--- config.mk ---
export PLATFORM = sky130hd
export DESIGN_NAME = regfile_write_bank
export DESIGN_NICKNAME = d
export VERILOG_FILES = /design/src/rtl/regfile_pkg.sv /design/src/rtl/regfile_write_bank_write_decoder.sv /design/src/rtl/regfile_write_bank.sv
export SDC_FILE = /design/constraint.sdc
export NUM_CORES = 2
export LEC_CHECK = 0
export ABC_AREA = 0
export BUFFER_PORTS_ARGS = -buffer_cell sky130_fd_sc_hd__buf_2
export CAP_MARGIN = 20
export CORE_AREA = 10 10 414 416
export CTS_CLUSTER_DIAMETER = 200
export DETAILED_ROUTE_END_ITERATION = 7
export DIE_AREA = 0 0 424 426
export PLACE_DENSITY_LB_ADDON = 0.1
export SKIP_CTS_REPAIR_TIMING = 1
export SLEW_MARGIN = 25
export SYNTH_ARGS = -nofsm -noshare
export SYNTH_HDL_FRONTEND = slang
export SYNTH_SLANG_ARGS = --single-unit
--- constraint.sdc ---
create_clock -name clk -period 76.8 [get_ports clk]
set_input_delay 7.68 -clock clk [delete_from_list [all_inputs] [get_ports clk]]
set_output_delay 7.68 -clock clk [all_outputs]
set_load 0.02 [all_outputs]
--- src/rtl/regfile_pkg.sv ---
// Shared constants and types for the register-file write bank.
package regfile_pkg;

  localparam int NREG  = 32;
  localparam int WIDTH = 32;
  localparam int AW    = $clog2(NREG);
  localparam int NBYTE = WIDTH / 8;

  localparam logic [AW-1:0] ZERO_REG = 5'd0;
  localparam logic [AW-1:0] LAST_REG = AW'(NREG - 1);

  typedef enum logic {
    IDLE,
    CLEAR
  } state_t;

endpackage

--- src/rtl/regfile_write_bank_write_decoder.sv ---
// Write-address decoder: one-hot register enable, register 0 never selected.
module write_decoder
  import regfile_pkg::*;
(
  input  logic [AW-1:0]   addr,
  input  logic            en,
  output logic [NREG-1:0] onehot
);

  always_comb begin
    onehot = '0;
    if (en && (addr != ZERO_REG)) begin
      onehot[addr] = 1'b1;
    end
  end

endmodule

--- src/rtl/regfile_write_bank.sv ---
// Register storage with byte-masked handshake writes and a sequenced bulk clear.
module regfile_write_bank
  import regfile_pkg::*;
(
  input  logic                  clk,
  input  logic                  rst,
  input  logic                  wr_valid,
  output logic                  wr_ready,
  input  logic [AW-1:0]         wr_addr,
  input  logic [WIDTH-1:0]      wr_data,
  input  logic [NBYTE-1:0]      wr_be,
  input  logic                  clr_req,
  output logic                  busy,
  output logic                  clr_done,
  output logic [NREG*WIDTH-1:0] regs_flat
);

  state_t        state_reg, state_next;
  logic [AW-1:0] cnt_reg, cnt_next;
  logic          clr_done_reg, clr_done_next;
  logic          accept;
  logic [NREG-1:0] wr_onehot;

  assign wr_ready = (state_reg == IDLE);
  assign busy     = (state_reg == CLEAR);
  assign clr_done = clr_done_reg;
  assign accept   = wr_valid && wr_ready;

  write_decoder u_decoder (
    .addr   (wr_addr),
    .en     (accept),
    .onehot (wr_onehot)
  );

  always_ff @(posedge clk or posedge rst) begin
    if (rst) begin
      state_reg    <= IDLE;
      cnt_reg      <= '0;
      clr_done_reg <= 1'b0;
    end else begin
      state_reg    <= state_next;
      cnt_reg      <= cnt_next;
      clr_done_reg <= clr_done_next;
    end
  end

  // The counter stops at LAST_REG explicitly, so it never wraps back onto register 0.
  always_comb begin
    state_next    = state_reg;
    cnt_next      = cnt_reg;
    clr_done_next = 1'b0;
    case (state_reg)
      IDLE: begin
        if (clr_req) begin
          state_next = CLEAR;
          cnt_next   = AW'(1);
        end
      end
      CLEAR: begin
        if (cnt_reg == LAST_REG) begin
          state_next    = IDLE;
          cnt_next      = '0;
          clr_done_next = 1'b1;
        end else begin
          cnt_next = cnt_reg + 1'b1;
        end
      end
      default: state_next = IDLE;
    endcase
  end

  assign regs_flat[WIDTH-1:0] = '0;

  for (genvar gi = 1; gi < NREG; gi++) begin : g_reg
    logic [WIDTH-1:0] q_reg;
    logic             clr_hit;

    assign clr_hit = busy && (cnt_reg == AW'(gi));

    // Writes and clears never coincide: writes are only accepted in IDLE.
    always_ff @(posedge clk or posedge rst) begin
      if (rst) begin
        q_reg <= '0;
      end else if (clr_hit) begin
        q_reg <= '0;
      end else begin
        for (int k = 0; k < NBYTE; k++) begin
          if (wr_onehot[gi] && wr_be[k]) begin
            q_reg[k*8 +: 8] <= wr_data[k*8 +: 8];
          end
        end
      end
    end

    assign regs_flat[gi*WIDTH +: WIDTH] = q_reg;
  end

endmodule

After elaboration in Yosys (flattened, before gate mapping). Index checks and enable logic that the tools add are counted.

Bits in registers: 999. Word-level logic and storage cells: 612. Latch bits: 0. Memory bits (read-only): 0. Output and inout port bits: 1027. Memory bits (writable): 0. Input port bits: 45. Memories kept: 0.

Shift-type cells: 0. Divide/modulo/power cells: 0. Multiply operators: 0. Bitwise logic cells: 1. Equal/unequal tests: 32. Reductions and logical operators: 283. Magnitude comparators: 2. Multiplexer cells: 166. $add $sub $neg: 1.

Operator list (count): $mux W32 (32); $mux W8 (124); $reduce_bool A2 Y1 (124); $logic_and A1 B1 Y1 (158); $eq A5 B5 Y1 const B (16); $eq A5 B4 Y1 const B (8); $eq A5 B3 Y1 const B (4); $eq A5 B2 Y1 const B (2); $mux W5 (2); $pmux W5 S2 (1); $lt A5 B6 Y1 const B (1); $add A5 B1 Y5 const B (1); $demux W1 S5 (1); $eq A5 B1 Y1 const B (1); $ge A5 B1 Y1 const B (1); $mux W1 (5); $reduce_bool A5 Y1 (1); $ne A2 B1 Y1 const B (1); $pmux W1 S2 (1); $not A1 Y1 (1).

Logic depth before layout (Yosys ltp).
Word-level depth: 8. Gate-level depth with buffers: 7.

Cells and area by module. From an unflattened synthesis, not the netlist that was laid out.

Cell total of the unflattened synthesis: 4702. Area total of the unflattened synthesis: 41936.5 µm².

By module, submodules not included: regfile_write_bank (sequential area each 24999.0 µm², instances 1, area an instance 41698.7 µm², cells each 4654); write_decoder (sequential area each 0.0 µm², instances 1, area an instance 237.7 µm², cells each 48).

Least setup slack after synthesis. OpenSTA, ideal clock, no wires.

Kind: input-to-reg. From: input wr_addr[3]. To: register g_reg[1].q_reg[0]. Setup time: 0.121 ns. Cell stages on the path: 6. Path slack: 67.751 ns. Data required time: 76.679 ns. Arrival time: 8.928 ns. Path buffers: 3. Cell sequence: buf_2 -> buf_2 -> buf_2 -> nor4b_2 -> a22oi_1 -> a22o_1.

Word-level cells in the longest chain between the ends: 7. Elaborated cells on any way between the ends: 10. Classes of those cells: 2 x order compare; 3 x mux; 5 x reduce/logical.

RTL lines: start: declaration (RTL line regfile_write_bank.sv:9) `input logic [AW-1:0] wr_addr,`; $lt A5 B6 Y1 (not written as such) / $ge A5 B1 Y1 (equally long branches) (RTL line regfile_write_bank_write_decoder.sv:13) `onehot[addr] = 1'b1;`; $logic_and A1 B1 Y1 (not written as such) (RTL line regfile_write_bank_write_decoder.sv:13); $mux W1 (not written as such) (RTL line regfile_write_bank_write_decoder.sv:13); $demux W1 S5; $mux W32 (*) (RTL line regfile_write_bank_write_decoder.sv:12) `if (en && (addr != ZERO_REG)) begin`; $logic_and A1 B1 Y1 (*) (RTL line regfile_write_bank.sv:88) `if (wr_onehot[gi] && wr_be[k]) begin`; $reduce_bool A2 Y1 (no line) (*); end signal: indexed assignment (RTL line regfile_write_bank.sv:89) `q_reg[k*8 +: 8] <= wr_data[k*8 +: 8];`; end: declaration (RTL line regfile_write_bank.sv:75) `logic [WIDTH-1:0] q_reg;`.

Every way passes the cells marked *; elsewhere a longest branch is shown, timed or not. A chain may end at the register's enable or synchronous reset.

==> flow_summary.yaml <==
run_status:
  status: "finished, final reports clean"
finish:
  final_cells: 6004
  final_nets: 3780
  area_growth_pct: 30.3
  final_util_pct: 30.4
  final_area_sq_mm: 0.0495
  largest_reg_flops: 992
  drive_above_1_share_pct: 37.1
synthesis:
  synth_top_area_cell: "dfrtp_1"
  synthesis.instances: 2705
  ys_warn_count: 0
  synth_top_area_share_pct: 65.8
  ys_seq_elements: 999
  ys_top_cells_by_area: "dfrtp_1 66%, a22o_1 21%, a22oi_2 1.9%"
  syn-cell-area_sq_mm: 0.0380
  synth.yosys.seq_area_share_pct: 65.8
  syn_avg_cell_area_sq_um: 14.0
  yosys.cell_types.count: 39
worst_setup_path:
  worstPathArrival_ps: 12370
  critPathLaunchType: "input port"
  rr_worst_depth: 5
  cp-end-kind: "async pin"
  cp.required_ps: 77530
  path_max_fanout: 115
  path_class: "input port to async pin"
global_route:
  grt_pass1_vias: 31015
  antenna_found_initial: 12
  grt_pass1_wl_microns: 278000
  grtUsageTotal_pct: 21.5
  grt_max_degree: 161
  grt-ovfl-total: 0
timing:
  period_needed_ps: 11640
  finalHoldViolations: 0
  fmax_mhz: 85.9
  fin_hold_ws_ps: 491
  finalClockSkew_ps: 56.3
  relSlewSlack_pct: 27.0
  drv_slew: 0
  finalSetupViolations: 0
  layout_setup_ws_ps: 65160
  rsz0062_at_grt: "false"
  tightestPinTransition_ps: 1090
  setup_tns_ps: 0
  fin_crit_sh_pct: 15.2
floorplanning:
  start_util_pct: 23.4
  dieHeight_microns: 426
  fp.coreArea_sq_mm: 0.163
  dieWidth_microns: 424
  rows: 148
  die_area_sq_mm: 0.181
  ios: 1072
route:
  drc: 0
  ant_nets: 0
  finalWirelength_microns: 205000
  routed-via-count: 30301
  via_per_inst: 5.05
  drt-initial-drc-count: 2493
  dr.pass1.iters: 7
  wire_per_inst_microns: 34.1
placed_design:
  placed_cell_area_sq_mm: 0.0455
  gp_congestion: 0.765
  io_buffer_count: 1039
  dp_hpwl_microns: 140000
  dp.cells: 5782
  dpl_worst_slack_ps: 64150
clock_network:
  cts_tree: "done"
  clk_path_buf_depth: 3
  cts_buffers: 119
  cts_root_buf: "clkbuf_16"
  clk_latency_ps: 750
  path_clk_slew_ps: 60
  clock-sinks: 999
  h-tree-depth: 3
power_and_ir_drop:
  power.total_mw: 1.52
  switching_power_uw: 524
  clkPwrFrac_pct: 37.5
  p_leak_nw: 25.7
  p_per_area_mw_per_mm2: 30.7
  p_sw_share_pct: 34.4
  cell_internal_pwr_uw: 997
  max-vdd-ir-drop_mv: 0.0241
  combPwrFrac_pct: 22.2
  p_seq_share_pct: 40.3
min_path:
  min_path_type: "flop to flop"
  hold_depth: 1
job:
  maxCapViolCount: 0
path summary, 6_finish.rpt:
check | start | endpoint | slack (ps)
max in group clk | wr_addr[2] | g_reg[12].q_reg[16] | 67200
hold reg to reg | g_reg[29].q_reg[26] | g_reg[29].q_reg[26] | 490
setup / recovery | rst | g_reg[1].q_reg[22] | 65160
setup reg to reg | busy | g_reg[17].q_reg[26] | 73800
min in group asynchronous | rst | g_reg[21].q_reg[11] | 7040
hold / removal | g_reg[29].q_reg[26] | g_reg[29].q_reg[26] | 490
area by class of cell:
cell class | instances | area, sq um
inverters | 9 | 41.3
well taps | 2175 | 2720
diodes | 9 | 22.5
fillers | 16682 | 113000
multi-input cells | 1498 | 12100
clock buffers | 182 | 3550
clock inverters | 30 | 370
flip-flops and latches | 999 | 25000
repair buffers | 1102 | 5700
power groups by stage:
stage / sequential [mW] / combinational [mW] / clock, mW
floorplan: 0.678 / 0.116 / 0
global placement: 0.622 / 0.344 / 0
detailed placement: 0.621 / 0.344 / 0
CTS: 0.612 / 0.345 / 0.586
global route: 0.619 / 0.354 / 0.605
finish: 0.613 / 0.337 / 0.570
cells in the mapped netlist, drive strengths merged:
cell     count
nor4bb       2
o21ai       65
o32ai        2
and4         4
conb         1
inv          9
nor2b        2
nand4b      13
clkbuf     138
and3         5
nand3       65
o31ai        1
xnor2        2
dfrtp      999
buf         92
nand4        4
ha           6
and4bb      12
nand4bb     14
and2         1
a22oi      116
nor2       126
nand2b       1
a22o       928
nand2       68
o22ai        2
nor4b        5
or4b         5
and4b       13
and3b        4
logic make-up (layout without fill, tap and decap cells):
kind of cell | after synthesis | after routing | share of synthesized area (%)
AND/OR/NAND/NOR | 344 | 344 | 5.62
XOR/XNOR | 2 | 2 | 0.0461
adder cells (fa/ha/maj) | 6 | 6 | 0.198
buffers and inverters | 239 | 1323 | 2.93
other | 1 | 41 | 0.00987
flip-flops | 999 | 999 | 65.8
AO/OA/AOI/OAI | 1114 | 1114 | 25.4
critical path, stage by stage:
cell	delay, ps
buf_2	130
inv_8	500
buf_4	760
buf_4	770
buf_4	740
buf_4	680
buf_4	740
layout by cell type (no fill, tap or decap), types with 3 or more instances in the layout:
cell type and n:
buf_2 1033, dfrtp_1 999, a22o_1 928, clkbuf_16 122, nor2_1 79, nand2_1 67, buf_4 67, nand3_1 65
o21ai_0 65, a22oi_1 59, a22oi_2 57, clkbuf_1 33, conb_1 32, clkbuf_8 27, nor2_2 26, nor2_4 21
clkinv_2 16, nand4b_1 12, and4b_1 12, nand4bb_1 12, and4bb_2 12, diode_2 9, inv_1 8, ha_1 6
nand4_1 4, and4_1 4, or4b_1 4, nor4b_2 4, clkinv_16 4, bufinv_16 4, and3_2 3, and3b_2 3
per-layer routing:
metal  part of all wire [%]  wire length (microns)  global-route usage (%)
met4                    4.0                   8250                    8.13
met2                     50                 102000                    36.8
met3                    5.5                  11400                    4.22
met1                     40                  82900                    26.8
met5                 0.0063                     13                       0
(Power assumes the default switching activity.)
